[config.mk]
export PLATFORM = sky130hd
export DESIGN_NAME = pipe_ctrl
export DESIGN_NICKNAME = d
export VERILOG_FILES = /design/src/rtl/riscv_pkg.sv /design/src/rtl/pipe_ctrl_event_counter.sv /design/src/rtl/pipe_ctrl.sv
export SDC_FILE = /design/constraint.sdc
export NUM_CORES = 1
export LEC_CHECK = 0
export CORE_ASPECT_RATIO = 2
export CORE_MARGIN = 2
export CORE_UTILIZATION = 45
export DETAILED_ROUTE_END_ITERATION = 8
export PLACE_DENSITY = 0.76
export SLEW_MARGIN = 20
export SYNTH_ARGS = -nofsm -noshare
export SYNTH_HDL_FRONTEND = slang
export SYNTH_SLANG_ARGS = --single-unit
[constraint.sdc]
create_clock -name clk -period 2.3 [get_ports clk]
set_clock_uncertainty 0.2 [all_clocks]
set_input_delay 0.345 -clock clk [delete_from_list [all_inputs] [get_ports clk]]
set_output_delay 0.345 -clock clk [all_outputs]
set_load 0.02 [all_outputs]
[src/rtl/riscv_pkg.sv]
// Shared RISC-V pipeline types: fetch next-PC select and fetch-controller FSM states.
package riscv;

  typedef enum logic [1:0] {
    JALR_TGT,
    JAL_BXX_TGT,
    PC_PLUS4_TGT
  } target_t;

  typedef enum logic [1:0] {
    CTRL_RUN,
    CTRL_FLUSH,
    CTRL_STALL,
    CTRL_TRAP
  } ctrl_state_t;

endpackage

[src/rtl/pipe_ctrl_event_counter.sv]
// Wrapping event counter with synchronous active-low clear and increment enable.
module event_counter #(
  parameter int CNT_W = 32
) (
  input  logic             clk,
  input  logic             clear_n,
  input  logic             en,
  output logic [CNT_W-1:0] count
);

  always_ff @(posedge clk) begin
    if (!clear_n)
      count <= '0;
    else if (en)
      count <= count + 1'b1;
  end

endmodule

[src/rtl/pipe_ctrl.sv]
// Fetch-stage sequencer: next-PC select, load-use freeze, wrong-path squash and
// a sticky trap on misaligned fetch.
module pipe_ctrl
  import riscv::*;
#(
  parameter int FLUSH_CYCLES = 2,
  parameter int STALL_CYCLES = 1,
  parameter int CNT_W        = 32
) (
  input  logic             clk,
  input  logic             resetn,
  input  logic             jalr,
  input  logic             jal,
  input  logic             br_taken,
  input  logic             load_use,
  input  logic             misaligned,
  output target_t          target,
  output logic             bubble,
  output logic             squash,
  output logic             trap,
  output logic [CNT_W-1:0] redirect_cnt,
  output logic [CNT_W-1:0] stall_cnt
);

  if (FLUSH_CYCLES < 1 || FLUSH_CYCLES > 7) begin : g_bad_flush
    $error("pipe_ctrl: FLUSH_CYCLES must be in 1..7");
  end
  if (STALL_CYCLES < 1 || STALL_CYCLES > 7) begin : g_bad_stall
    $error("pipe_ctrl: STALL_CYCLES must be in 1..7");
  end

  localparam logic [2:0] FLUSH_INIT = 3'(FLUSH_CYCLES - 1);
  localparam logic [2:0] STALL_INIT = 3'(STALL_CYCLES - 1);

  ctrl_state_t state, state_nxt;
  logic [2:0]  cnt, cnt_nxt;
  logic        rd;
  logic        rd_acc;

  assign rd = jalr | jal | br_taken;

  always_ff @(posedge clk) begin
    state <= state_nxt;
    cnt   <= cnt_nxt;
  end

  always_comb begin
    state_nxt = state;
    cnt_nxt   = cnt;
    target    = PC_PLUS4_TGT;
    bubble    = 1'b0;
    squash    = 1'b0;
    trap      = 1'b0;
    rd_acc    = 1'b0;

    if (jalr)
      target = JALR_TGT;
    else if (jal | br_taken)
      target = JAL_BXX_TGT;

    unique case (state)
      CTRL_RUN, CTRL_STALL: begin
        // A redirect raises squash, which masks a misaligned fetch on the wrong path.
        if (misaligned && !rd) begin
          bubble    = 1'b1;
          squash    = 1'b1;
          trap      = 1'b1;
          state_nxt = CTRL_TRAP;
          cnt_nxt   = '0;
        end else if (rd) begin
          squash    = 1'b1;
          rd_acc    = 1'b1;
          state_nxt = (FLUSH_CYCLES > 1) ? CTRL_FLUSH : CTRL_RUN;
          cnt_nxt   = FLUSH_INIT;
        end else if (state == CTRL_RUN) begin
          if (load_use) begin
            bubble    = 1'b1;
            state_nxt = (STALL_CYCLES > 1) ? CTRL_STALL : CTRL_RUN;
            cnt_nxt   = STALL_INIT;
          end
        end else begin
          bubble  = 1'b1;
          cnt_nxt = cnt - 3'd1;
          if (cnt <= 3'd1)
            state_nxt = CTRL_RUN;
        end
      end
      CTRL_FLUSH: begin
        squash = 1'b1;
        if (rd) begin
          rd_acc  = 1'b1;
          cnt_nxt = FLUSH_INIT;
        end else begin
          cnt_nxt = cnt - 3'd1;
          if (cnt <= 3'd1)
            state_nxt = CTRL_RUN;
        end
      end
      CTRL_TRAP: begin
        target = PC_PLUS4_TGT;
        bubble = 1'b1;
        squash = 1'b1;
        trap   = 1'b1;
      end
    endcase

    if (!resetn) begin
      state_nxt = CTRL_RUN;
      cnt_nxt   = '0;
      target    = PC_PLUS4_TGT;
      bubble    = 1'b0;
      squash    = 1'b1;
      trap      = 1'b0;
      rd_acc    = 1'b0;
    end
  end

  event_counter #(.CNT_W(CNT_W)) u_redirect_cnt (
    .clk     (clk),
    .clear_n (resetn),
    .en      (rd_acc),
    .count   (redirect_cnt)
  );

  event_counter #(.CNT_W(CNT_W)) u_stall_cnt (
    .clk     (clk),
    .clear_n (resetn),
    .en      (bubble & ~trap),
    .count   (stall_cnt)
  );

  a_jalr_exclusive: assert property (@(posedge clk) disable iff (!resetn)
    !(jalr && (jal || br_taken)));

endmodule

======== Word-level counts from Yosys, hierarchy flattened ========
Index checks and enable logic that the tools add are counted.
Widths: inputs -> output; s select.
operators by class
  $add $sub $neg .......................... 3
  magnitude comparators ................... 1
  multiplexer cells ....................... 33
  bitwise logic cells ..................... 5
  reduce and logical (&&, ||, !) cells .... 8
  equality and inequality tests ........... 5
operator list
  cell                   number
  $add 32x1->32 const B  2
  $mux 2                 10
  $mux 3                 5
  $mux 1                 12
  $pmux 1 s2             4
  $pmux 3 s2             1
  $ne 5x5->1 const B     1
  $eq 2x2->1 const B     2
  $pmux 2 s2             1
  $reduce_or 2->1        2
  $le 3x1->1 const B     1
  $or 1x1->1             3
  $reduce_and 3->1       1
  $sub 3x1->3 const B    1
  $eq 2x1->1 const B     1
  $logic_not 2->1        1
  $ne 2x2->1 const B     1
  $reduce_and 2->1       1
  $reduce_bool 2->1      1
  $and 1x1->1            1
  $logic_and 1x1->1      1
  $logic_not 1->1        1
  $not 1->1              1
word-level totals
  input bits .............................. 7
  output and inout port bits .............. 69
  register bits ........................... 69
  word-level logic and storage cells ...... 59

======== Longest topological paths before layout ========
  depth in word-level cells ............... 9
  gate-level depth with buffers ........... 7
  depth with buffers taken out ............ 7

======== Modules after synthesis ========
From an unflattened synthesis, not the netlist that was laid out.
unflattened totals
  cells, all modules ...................... 407
  area total of the unflattened synthesis .. 3528.4 um2
modules (own cells, without submodules)
  module         area an instance (um2)  cells an instance  instances  sequential area each (um2)
  event_counter  1562.7                  176                2          640.6
  pipe_ctrl      402.9                   55                 1          100.1

======== Worst setup path before layout ========
OpenSTA, ideal clock, no wires.
  path kind ............................... register to register
  start point ............................. register u_stall_cnt.count[7]
  end point ............................... register u_stall_cnt.count[31]
  data arrival time ....................... 2.359 ns
  path buffers ............................ 1
  setup time .............................. 0.070 ns
  setup slack ............................. -0.330 ns
  period minus slack after synthesis ...... 2.630 ns
  cell stages (with the launch flop) ...... 7
  path through ............................ dfxtp_1 > nand3_2 > or4_1 > buf_2 > or4_4 > or4_1 > a21oi_1
on the way
  longest elaborated chain between the ends .. 1
ends and longest elaborated chain
  item                    RTL line                       text
  start, declared         pipe_ctrl_event_counter.sv:8   output logic [CNT_W-1:0] count
  start signal, assigned  pipe_ctrl_event_counter.sv:15  count <= count + 1'b1;
  $add 32x1->32           pipe_ctrl_event_counter.sv:15
Every way passes these cells.
A chain may end at the register's enable or synchronous reset.

======== Worst setup path in the final report ========
  start point ............................. register u_stall_cnt.count[6]
  end point ............................... register u_stall_cnt.count[31]
The elaborated chain is that of the path after synthesis.

==> flow_summary.toml <==
[setup_path]
worst_path_max_delay_cell = "or4_4"
crit_chain = "nand2_2 > or4_4 > or4_4 > or4_4 > a21oi_2"
arrival_ps = 2320
cp-start-kind = "flop"
critical_path_class = "flop to flop"
cp.required_ps = 2360
endpoint_kind = "flop"
cp_max_fo = 5
critPathBufInv = 0
slowest_delay_ps = 510
crit_top_cell = "or4_4"
crit_family = "simple AND/OR/NAND/NOR gates"

[final_layout]
area_delta_synth_final_pct = 52.0
drive_gt1_frac = 0.234
nets = 540
fillers = 548
multi_input_area_mm2 = 0.00192
antenna_cells = 0
seqCellArea_mm2 = 0.00142
fin_util = 0.700
final_cells = 626

[yosys]
syn_nets = 411
ys_seq_elements = 69
yosysSeqAreaShare = 0.416
synth-xor-area-share = 0.119
synth_top_family_by_area = "simple AND/OR/NAND/NOR gates"
syn-mean-instance-area_um2 = 8.30
yosysUniqueCellTypes = 40
muxShareOfSynthArea = 0.00905
synth-compound-area-share = 0.0856
synth-simple-area-share = 0.319
synthAdderAreaFrac = 0.0151
syn_area_mm2 = 0.00332
synth_cells = 400
yosysWarningCount = 0

[place]
dp_cells = 606
dp_hpwl_um = 6810
port_buffers = 75
gp_congestion = 0.860
pre_cts_slack_ps = -468

[sta]
rsz0062_at_grt = "yes"
min_period_ps = 2260
timing.fmax_mhz = 442
hold_violations = 0
setup_slack_ps = 38.8
hold_ws_ps = 274
slew_headroom = 0.730
final_max_slew_viol_count = 0
finalCritPeriodShare = 0.983
setup_viol = 0
tightest_slew_ps = 401

[cts]
clk_pin_slew_ps = 60
cts-root-buf = "clkbuf_16"
clkLatencyLatePin_ps = 330
cts_max_path_buffers = 2
cts_tree = "done"
cts_made_buffers = 9
cts.htree.levels = 3
clock-sinks = 69
postCtsHoldBufs = 0

[min_path]
min_path_type = "flop to flop"

[detailed_routing]
vias = 3394
antenna_left = 0
dr.pass1.iters = 5
drt_iter0_drc = 228
drc = 0
avgViaCountPerCell = 5.42
post_drt_wl_per_cell_um = 15.2
wirelength_um = 9490

[pwr]
seq_power_share = 0.428
p_clk_frac = 0.524
switching_power_mw = 0.602
switching_share = 0.213
p_comb_frac = 0.048
peakVddDrop_v = 0.000446
leakage_nw = 1.79
internal_power_mw = 2.22
p_total_mw = 2.82
powerDensity_mw_per_mm2 = 559

[floorplanning]
die_y_um = 125
ios = 76
core_mm2 = 0.00721
die_w_um = 64.7
dieArea_mm2 = 0.00812
initial_core_util = 0.460
rows = 44

[global_routing]
antenna_found_initial = 0
grt_overflow_total = 0
grt_pass1_vias = 3387
grt_max_degree = 34
grtUsageTotal = 0.242
grt_first_pass_wirelength_um = 15600

[flow_run]
cap_violations = 0

[run_status]
status = "complete, no violations"
[layout by cell type (no fill, tap or decap), types with 3 or more instances in the layout]
| master | n |
|---|---|
| or4_4 | 5 |
| dlymetal6s2s_1 | 3 |
| inv_1 | 14 |
| nand3_1 | 27 |
| nand4_1 | 15 |
| and3_1 | 6 |
| dfxtp_4 | 5 |
| o211ai_1 | 3 |
| nand2_1 | 25 |
| o21ai_0 | 14 |
| nor3_1 | 11 |
| o31ai_1 | 5 |
| clkdlybuf4s50_1 | 66 |
| xor2_1 | 15 |
| mux2i_1 | 3 |
| ha_1 | 3 |
| or3_1 | 10 |
| dfxtp_2 | 12 |
| a21oi_1 | 13 |
| or4_1 | 5 |
| nor4_2 | 4 |
| buf_4 | 59 |
| xnor2_1 | 30 |
| and4_1 | 7 |
| nor2_1 | 59 |
| dfxtp_1 | 52 |
| nor4_1 | 10 |
| nor2b_1 | 3 |
| clkbuf_16 | 10 |
| a21oi_2 | 4 |
[per-layer routing]
metal,vias to the layer above,wire (µm),track usage
li1,1672,-,-
met1,1602,3370,0.239
met2,106,5510,0.463
met3,14,458,0.0549
met4,0,145,0.101
met5,-,0,0
[worst paths after layout]
check	start	end	slack, ps	cells past startpoint
max	u_stall_cnt.count[6]	u_stall_cnt.count[31]	40	5
min reg2reg	u_redirect_cnt.count[12]	u_redirect_cnt.count[12]	270	1
min	u_redirect_cnt.count[12]	u_redirect_cnt.count[12]	270	1
max reg2reg	u_stall_cnt.count[6]	u_stall_cnt.count[31]	40	5
[through the flow]
step	TNS, ps	instance area, µm²
finish	0	5050
global route	-113	5050
detailed placement	-9310	4600
global placement	-6190	4600
floorplan	-206	3370
CTS	-7.84	4950
[sequential cells by signal (all words and copies together), names as in the netlist]
name                  count
u_redirect_cnt.count     32
u_stall_cnt.count        32
state                     2
cnt                       3
[synth_stat cells, drive strengths merged]
library cell | count | area share
clkbuf | 16 | 0.018
dfxtp | 69 | 0.42
and4 | 7 | 0.018
nor3 | 12 | 0.020
nand3 | 28 | 0.044
a31oi | 1 | 0.0019
o21ba | 2 | 0.0060
or3 | 12 | 0.023
and2 | 2 | 0.0038
inv | 15 | 0.017
nor4 | 14 | 0.026
mux2i | 3 | 0.0090
nand2 | 27 | 0.031
o2111ai | 1 | 0.0026
or2 | 1 | 0.0019
buf | 1 | 0.0015
ha | 4 | 0.015
nor2 | 59 | 0.067
a211oi | 1 | 0.0023
a21boi | 1 | 0.0023
nor4b | 2 | 0.0098
o221ai | 1 | 0.0026
a21bo | 1 | 0.0030
nand4 | 15 | 0.028
or4b | 1 | 0.0030
nor2b | 3 | 0.0057
o21ai | 14 | 0.021
nand4bb | 1 | 0.0034
xnor2 | 30 | 0.079
or4 | 10 | 0.024
o211ai | 3 | 0.0068
o31ai | 5 | 0.011
a21oi | 17 | 0.026
and3 | 6 | 0.011
xor2 | 15 | 0.040
[power by group through the flow]
stage / combinational [mW] / sequential, mW / clock [mW]
after global routing: 0.147 / 1.21 / 1.56
after floorplan: 0.0641 / 1.23 / 0
final: 0.134 / 1.21 / 1.48
after CTS: 0.133 / 1.21 / 1.52
after global placement: 0.130 / 1.23 / 0
after detailed placement: 0.133 / 1.23 / 0
[timing repair]
item / CTS / global route
buffers inserted: 1 / 3
endpoints found under the setup margin: 8 / 22
pin swaps: 3 / 6
gates resized for setup: 18 / 25
[final cells by class]
type	instances	area share
tap	92	0.0228
clock buffer	12	0.0550
timing repair buffer	135	0.240
clock inverter	4	0.0102
multi-input combinational	299	0.380
inverter	15	0.0112
sequential	69	0.280
[kinds of logic after synthesis]
| kind of cell | after synthesis |
|---|---|
| adders and majority gates | 4 |
| and+or+nand+nor | 200 |
| muxes | 3 |
| buffers and inverters | 32 |
| DFF | 69 |
| AOI/OAI and AO/OA | 47 |
| xor gates and xnor gates | 45 |
(Power assumes the default switching activity.)
